## src/rtl/ff_train_sequencer.sv

```systemverilog
// ff_train_sequencer: training scheduler for the Forward-Forward accelerator.
// For each sample it runs a positive and then a negative pass. Each pass is a
// load followed by forward/goodness/plasticity for every layer. It owns the
// start/done handshakes of the engines below it and the polarity flag.
// Optional watchdog on every wait state: define FF_SEQ_WATCHDOG_EN.
module ff_train_sequencer #(
  parameter int NUM_LAYERS  = 2,
  parameter int SAMPLE_W    = 16,
  parameter int EPOCH_W     = 16,
  parameter int WDOG_CYCLES = 1048576,
  localparam int LW = (NUM_LAYERS > 1) ? $clog2(NUM_LAYERS) : 1
) (
  input  logic                clk,
  input  logic                rst_n,
  input  logic                cmd_valid,
  output logic                cmd_ready,
  input  logic [SAMPLE_W-1:0] cmd_num_samples,
  input  logic [EPOCH_W-1:0]  cmd_num_epochs,
  input  logic                abort,
  output logic                sample_req,
  output logic [SAMPLE_W-1:0] sample_idx,
  output logic                sample_is_pos,
  input  logic                sample_ack,
  output logic [LW-1:0]       layer_sel,
  output logic                fwd_start,
  input  logic                fwd_done,
  output logic                good_start,
  input  logic                good_done,
  output logic                plast_start,
  input  logic                plast_done,
  output logic [EPOCH_W-1:0]  epoch_idx,
  output logic                busy,
  output logic                done,
  output logic                aborted,
  output logic                error
);

  typedef enum logic [2:0] {
    S_IDLE, S_LOAD, S_FWD, S_GOOD, S_UPD, S_ADV, S_FINISH
`ifdef FF_SEQ_WATCHDOG_EN
    , S_ERR
`endif
  } state_t;

  state_t              state, state_nxt;
  logic [SAMPLE_W-1:0] num_samples_q;
  logic [EPOCH_W-1:0]  num_epochs_q;
  logic                zero_cmd, last_layer, last_sample, last_epoch;
  logic                abort_hit, err_go;

  assign zero_cmd    = (cmd_num_samples == '0) || (cmd_num_epochs == '0);
  assign last_layer  = (layer_sel == LW'(NUM_LAYERS - 1));
  // Wrap points come from the captured counts, not from counter overflow.
  assign last_sample = (sample_idx == num_samples_q - SAMPLE_W'(1));
  assign last_epoch  = (epoch_idx == num_epochs_q - EPOCH_W'(1));

`ifdef FF_SEQ_WATCHDOG_EN
  localparam int WCW = $clog2(WDOG_CYCLES + 1);
  logic [WCW-1:0] wdog_cnt;
  logic           wait_st;
  assign wait_st   = (state == S_LOAD) || (state == S_FWD) ||
                     (state == S_GOOD) || (state == S_UPD);
  assign abort_hit = abort && (state != S_IDLE) && (state != S_FINISH) && (state != S_ERR);
  assign err_go    = (state_nxt == S_ERR);

  // Watchdog: restart on every state change, count while parked in a wait state.
  always_ff @(posedge clk or negedge rst_n) begin
    if (!rst_n)                  wdog_cnt <= '0;
    else if (state_nxt != state) wdog_cnt <= '0;
    else if (wait_st)            wdog_cnt <= wdog_cnt + WCW'(1);
  end

  // Sticky error: set on watchdog expiry, cleared only by the next accepted command.
  always_ff @(posedge clk or negedge rst_n) begin
    if (!rst_n)                                  error <= 1'b0;
    else if (state == S_IDLE && state_nxt != S_IDLE) error <= 1'b0;
    else if (err_go)                             error <= 1'b1;
  end
`else
  // Watchdog depth only matters when the watchdog is built in.
  logic unused_wdog;
  assign unused_wdog = (WDOG_CYCLES > 0);
  assign abort_hit   = abort && (state != S_IDLE) && (state != S_FINISH);
  assign err_go      = 1'b0;
  assign error       = 1'b0;
`endif

  // Next state. A done/ack is ignored in the start-pulse cycle of its own state,
  // so only responses to this state's request are accepted.
  always_comb begin
    state_nxt = state;
    case (state)
      S_IDLE:   if (cmd_valid) state_nxt = zero_cmd ? S_FINISH : S_LOAD;
      S_LOAD:   if (sample_ack && !sample_req) state_nxt = S_FWD;
      S_FWD:    if (fwd_done && !fwd_start) state_nxt = S_GOOD;
      S_GOOD:   if (good_done && !good_start) state_nxt = S_UPD;
      S_UPD:    if (plast_done && !plast_start) state_nxt = last_layer ? S_ADV : S_FWD;
      S_ADV:    state_nxt = (!sample_is_pos && last_sample && last_epoch) ? S_FINISH : S_LOAD;
      S_FINISH: state_nxt = S_IDLE;
`ifdef FF_SEQ_WATCHDOG_EN
      S_ERR:    state_nxt = S_IDLE;
`endif
      default:  state_nxt = S_IDLE;
    endcase
`ifdef FF_SEQ_WATCHDOG_EN
    if (wait_st && state_nxt == state && wdog_cnt == WCW'(WDOG_CYCLES - 1)) state_nxt = S_ERR;
`endif
    // Abort wins over everything, including the watchdog.
    if (abort_hit) state_nxt = S_IDLE;
  end

  // State register and registered control outputs; start pulses fire on state entry.
  always_ff @(posedge clk or negedge rst_n) begin
    if (!rst_n) begin
      state       <= S_IDLE;
      cmd_ready   <= 1'b1;
      busy        <= 1'b0;
      sample_req  <= 1'b0;
      fwd_start   <= 1'b0;
      good_start  <= 1'b0;
      plast_start <= 1'b0;
      done        <= 1'b0;
      aborted     <= 1'b0;
    end else begin
      state       <= state_nxt;
      cmd_ready   <= (state_nxt == S_IDLE);
      busy        <= (state_nxt != S_IDLE);
      sample_req  <= (state_nxt == S_LOAD) && (state != S_LOAD);
      fwd_start   <= (state_nxt == S_FWD)  && (state != S_FWD);
      good_start  <= (state_nxt == S_GOOD) && (state != S_GOOD);
      plast_start <= (state_nxt == S_UPD)  && (state != S_UPD);
      done        <= (state == S_FINISH);
      aborted     <= abort_hit || err_go;
    end
  end

  // Run bookkeeping: captured counts, sample/epoch/layer indices, polarity.
  always_ff @(posedge clk or negedge rst_n) begin
    if (!rst_n) begin
      num_samples_q <= '0;
      num_epochs_q  <= '0;
      sample_idx    <= '0;
      epoch_idx     <= '0;
      layer_sel     <= '0;
      sample_is_pos <= 1'b1;
    end else begin
      if (state == S_IDLE && state_nxt != S_IDLE) begin
        num_samples_q <= cmd_num_samples;
        num_epochs_q  <= cmd_num_epochs;
        sample_idx    <= '0;
        epoch_idx     <= '0;
        layer_sel     <= '0;
        sample_is_pos <= 1'b1;
      end
      if (state == S_LOAD && state_nxt == S_FWD) layer_sel <= '0;
      if (state == S_UPD && state_nxt == S_FWD) layer_sel <= layer_sel + LW'(1);
      if (state == S_ADV && state_nxt != S_IDLE) begin
        if (sample_is_pos) begin
          sample_is_pos <= 1'b0;
        end else begin
          sample_is_pos <= 1'b1;
          if (last_sample) begin
            sample_idx <= '0;
            epoch_idx  <= epoch_idx + EPOCH_W'(1);
          end else begin
            sample_idx <= sample_idx + SAMPLE_W'(1);
          end
        end
      end
    end
  end

endmodule

```

## config.mk

```make
export PLATFORM = sky130hd
export DESIGN_NAME = ff_train_sequencer
export DESIGN_NICKNAME = d
export VERILOG_FILES = /design/src/rtl/ff_train_sequencer.sv
export SDC_FILE = /design/constraint.sdc
export NUM_CORES = 1
export LEC_CHECK = 0
export CAP_MARGIN = 10
export CORE_ASPECT_RATIO = 0.7
export CORE_MARGIN = 1
export CORE_UTILIZATION = 50
export DETAILED_ROUTE_END_ITERATION = 7
export GPL_ROUTABILITY_DRIVEN = 0
export GPL_TIMING_DRIVEN = 0
export PLACE_DENSITY = 0.77
export SYNTH_ARGS = -nofsm -noshare
export SYNTH_HDL_FRONTEND = slang
export SYNTH_SLANG_ARGS = --single-unit
```

## constraint.sdc

```tcl
create_clock -name clk -period 8.3 [get_ports clk]
set_input_delay 2.075 -clock clk [delete_from_list [all_inputs] [get_ports clk]]
set_output_delay 2.075 -clock clk [all_outputs]
set_load 0.005 [all_outputs]
```

==> results.md <==
- Design Area, Final: roughly 0.0063 mm^2
- Hold path cells: 2
- Post-synthesis async set-or-reset flop share: between 90% and 100%
- HP Start: num_epochs_q[15]
- Starting Density: around 53%
- Area growth syn-to-layout: 26.35%
- Slowest cell on crit path: nor4_1
- Final ANT Viol Nets: 0
- Port bufs: 81
- Hold Fails Final Rpt: 0
- Worst EP arrival: around 4.5 ns
- Reg2reg end: sample_idx[10]
- Synth Cell Area: 0.004947 mm^2
- Crit-path max FO: 3
- Synth unique cells: 68
- WP depth: 8
- EDFF count, synth: 0
- Met1 usage in global routing: a little over two fifths
- Drt first-iter violations: ~530
- DP HPWL: 10.08 mm
- GRT met3 Usage: 6.317%
- Switching Power: roughly 0.72 mW
- Clock power frac: between 20% and 30%
- Yosys Warn Count: 0
- Fillcell total: 773
- Top_reg_cell synth: dfrtp_1
- Skew final: 0.005329 ns
- Mux contribution to synthesized area: between 1.5 and 2%
- Period utilisation layout: about half
- Worst skew pair latency: 0.34 ns
- Setup violations, final: 0
- First-pass GRT wire length: 22.35 mm
- Compound-Gate Fraction of Synth Area: approximately 14%
- Storage element area: slightly below 0.002 mm^2
- All-Layer GR Usage: ~28%
- DR vias/cell: ~5.9
- Setup crit start: cmd_num_epochs[10]
- Logic pwr share: 43.2%
- Bufs and invs on worst path: 1
- Die Area: a little over 0.01 mm^2
- RSZ-0062 raised after global routing: no
- Cell Rows: 29
- Gr ovfl total: 0
- Post-CTS sizing: 0
- Part of the power in registers: 33.4%
- Worst r2r src: num_samples_q[0]
- # diodes: 0
- Hold Crit Class: register to register
- Net Sw Frac: between 40% and 50%
- Crit-path leading delay family: simple AND/OR/NAND/NOR gates
- Final net count: about 730
- Vias in the first global route: 4431
- Max stage delay on crit path: 0.69 ns
- Synth Area in Simple Gates: between 30% and 40%
- Height of the chip: 85.23 um
- Post-CTS setup buffers: 0
- Critical Path RT: approximately 8.6 ns
- Critical path class: input port to register
- Post-Synth Adder-Cell Area: 1.012%
- Sequential area share after synthesis: around two fifths
- Ports: 83
- Internal Power: approximately 1.0 mW
- Via count: 4833
- DRT Pass-1 Iters: 5
- Reg2reg setup slack: 4.99 ns
- Post-Synth XOR/XNOR Area: 7.613%
- WL/cell: between 15 and 20 um
- Multi-input logic area: 0.002768 mm^2
- Max Fclk: ~240 MHz
- H-tree Lvls: 3
- Post-DP Area: between 0.005 and 0.006 mm^2
- Initial antenna violation count: 0
- CTS clk-pin slew, worst paths: roughly 0.060 ns
- Root Buffer: clkbuf_16
- Post-Syn Nets: 640
- Register bit total from synthesis: between 70 and 80
- CTS Buffer Depth: 2
- Avg Inst Size Synth: around 8.3 um^2
- Clock buffer count from CTS: 9
- CTS tree: yes
- Critical Path Sink Type: register
- Post-Synthesis Cells: approximately 600
- Post-route setup TNS: 0 ns
- Clock sink count: 77
- Tmin final: between 4 and 5 ns
- Outcome: finished clean
- Hold endpoint: num_epochs_q[15]
- WL final: around 14 mm
- Worst-Margin Slew: 0.7444 ns
- Largest family of logic cells by synthesized area: simple AND/OR/NAND/NOR gates
- Critical-path cell list: clkdlybuf4s50_1, nor4_1, nand4_1, and3_1, nor2_1, nand3_1, o32a_1, o22ai_1
- FF-to-FF path depth: 12
- Leakage: roughly 2.7 nW
- Max cap viols: 0
- Largest net degree at the start of global routing: 55
- Slew headroom: approximately 50%
- DRC Markers: 0
- Slew Limit Fails: 0
- Worst Setup Start Kind: input port
- Die Span X: 120.9 um
- Pwr Density: around 280 mW/mm^2
- Peak supply drop: 0.0001265 V
- Core box area: ~0.0093 mm^2
- Layout cell share with drive strength beyond 1: approximately 6.3%
- # hold bufs at CTS: 0
- Busiest grt layer: met1
- GR met2 Demand/Resource: 39.53%
-- worst max path at each step --
stage	to
global route	layer_sel
floorplan	layer_sel
finish	layer_sel
global placement	plast_start
detailed placement	layer_sel
CTS	layer_sel
-- metrics by stage --
| stage | util, % | total power [mW] | setup WS (ns) | hold slack, ns | std cells |
|---|---|---|---|---|---|
| 4_1_cts | 67.03 | 1.755 | 4.187 | 0.5036 | 818 |
| 6_report | 67.03 | 1.771 | 4.107 | 0.4987 | 818 |
| 5_1_grt | 67.03 | 1.878 | 3.935 | 0.5309 | 818 |
| 3_3_place_gp | 63.41 | 1.298 | 2.431 | 0.4821 | 801 |
| 2_1_floorplan | - | 1.106 | 4.880 | 0.4655 | 596 |
| 3_5_place_dp | 63.68 | 1.330 | 3.834 | 0.4886 | 802 |
-- flip-flops by register name, summed over array words and instances, names as in the netlist --
register and count:
epoch_idx 16, num_epochs_q 16, num_samples_q 16, sample_idx 16
state 3, aborted 1, busy 1, cmd_ready 1
done 1, fwd_start 1, good_start 1, layer_sel 1
plast_start 1, sample_is_pos 1, sample_req 1
-- metal layers --
metal  vias up  wire, um
met2       202      5752
met3        25       970
met5         -         0
met4         0       282
met1      2330      6892
li1       2276         -
-- power groups by stage --
| stage | sequential [mW] | combinational (mW) | clock [mW] |
|---|---|---|---|
| CTS | 0.586 | 0.748 | 0.420 |
| finish | 0.591 | 0.765 | 0.416 |
| global route | 0.603 | 0.842 | 0.433 |
| detailed placement | 0.592 | 0.739 | 0 |
| floorplan | 0.566 | 0.540 | 0 |
| global placement | 0.588 | 0.710 | 0 |
-- synth_stat cells (3+ instances only) --
library cell	instances	share of area, %
nor3_1	22	2.2
a22o_1	4	0.71
and3_1	21	2.7
nand3_1	26	2.6
nor3b_1	5	0.76
ha_1	4	1.0
or3_1	6	0.76
a21oi_1	26	2.6
clkbuf_1	22	1.7
o31a_1	3	0.53
nor4_1	16	2.0
nor3b_2	4	1.0
or2_2	3	0.38
nand4_1	10	1.3
xor2_1	14	2.5
nand2_1	122	9.3
buf_6	3	0.68
o21ai_0	21	2.1
inv_1	24	1.8
nor2b_1	3	0.38
nand2b_1	8	1.0
a211o_1	3	0.53
xnor2_1	29	5.1
dfrtp_1	75	38
buf_2	5	0.51
a21o_1	7	1.1
o21bai_1	9	1.4
nor2_1	32	2.4
a31oi_1	5	0.63
mux2i_1	8	1.6
o22ai_1	8	1.0
-- tightest hold or removal path, cell delays in order (launching register included) --
cell	delay [ns]
dfrtp_1	0.36
nand2_1	0.06
nand2_1	0.06
-- logic make-up after synthesis --
| kind of cell | Yosys count |
|---|---|
| other | 1 |
| adders and majority gates | 4 |
| xor gates and xnor gates | 43 |
| DFF | 77 |
| buffers and inverters | 57 |
| AOI/OAI and AO/OA | 107 |
| and+or+nand+nor | 298 |
| muxes | 9 |
-- area by class of cell --
class | count | share of cell area (%)
multi-input cells | 462 | 44.28
flip-flops and latches | 77 | 30.86
plain buffers | 33 | 2.562
well taps | 124 | 2.482
clock inverters | 3 | 0.6805
clock buffers | 13 | 4.323
inverters | 24 | 1.441
repair buffers | 82 | 13.37
-- cells in the final DEF, fill, tap and decap left out, types with 9 or more instances in the layout --
cell,synthesis,final
clkdlybuf4s50_1,0,80
inv_1,24,24
clkbuf_16,0,9
nor2_1,32,32
nor3_1,22,22
xnor2_1,29,29
o21bai_1,9,9
a21oi_1,26,26
and3_1,21,21
dfrtp_1,75,75
nor4_1,16,16
nand3_1,26,26
xor2_1,14,14
nand4_1,10,10
clkbuf_1,22,23
nand2_1,122,122
o21ai_0,21,21
Note: power is estimated with default switching activity, not from simulation.
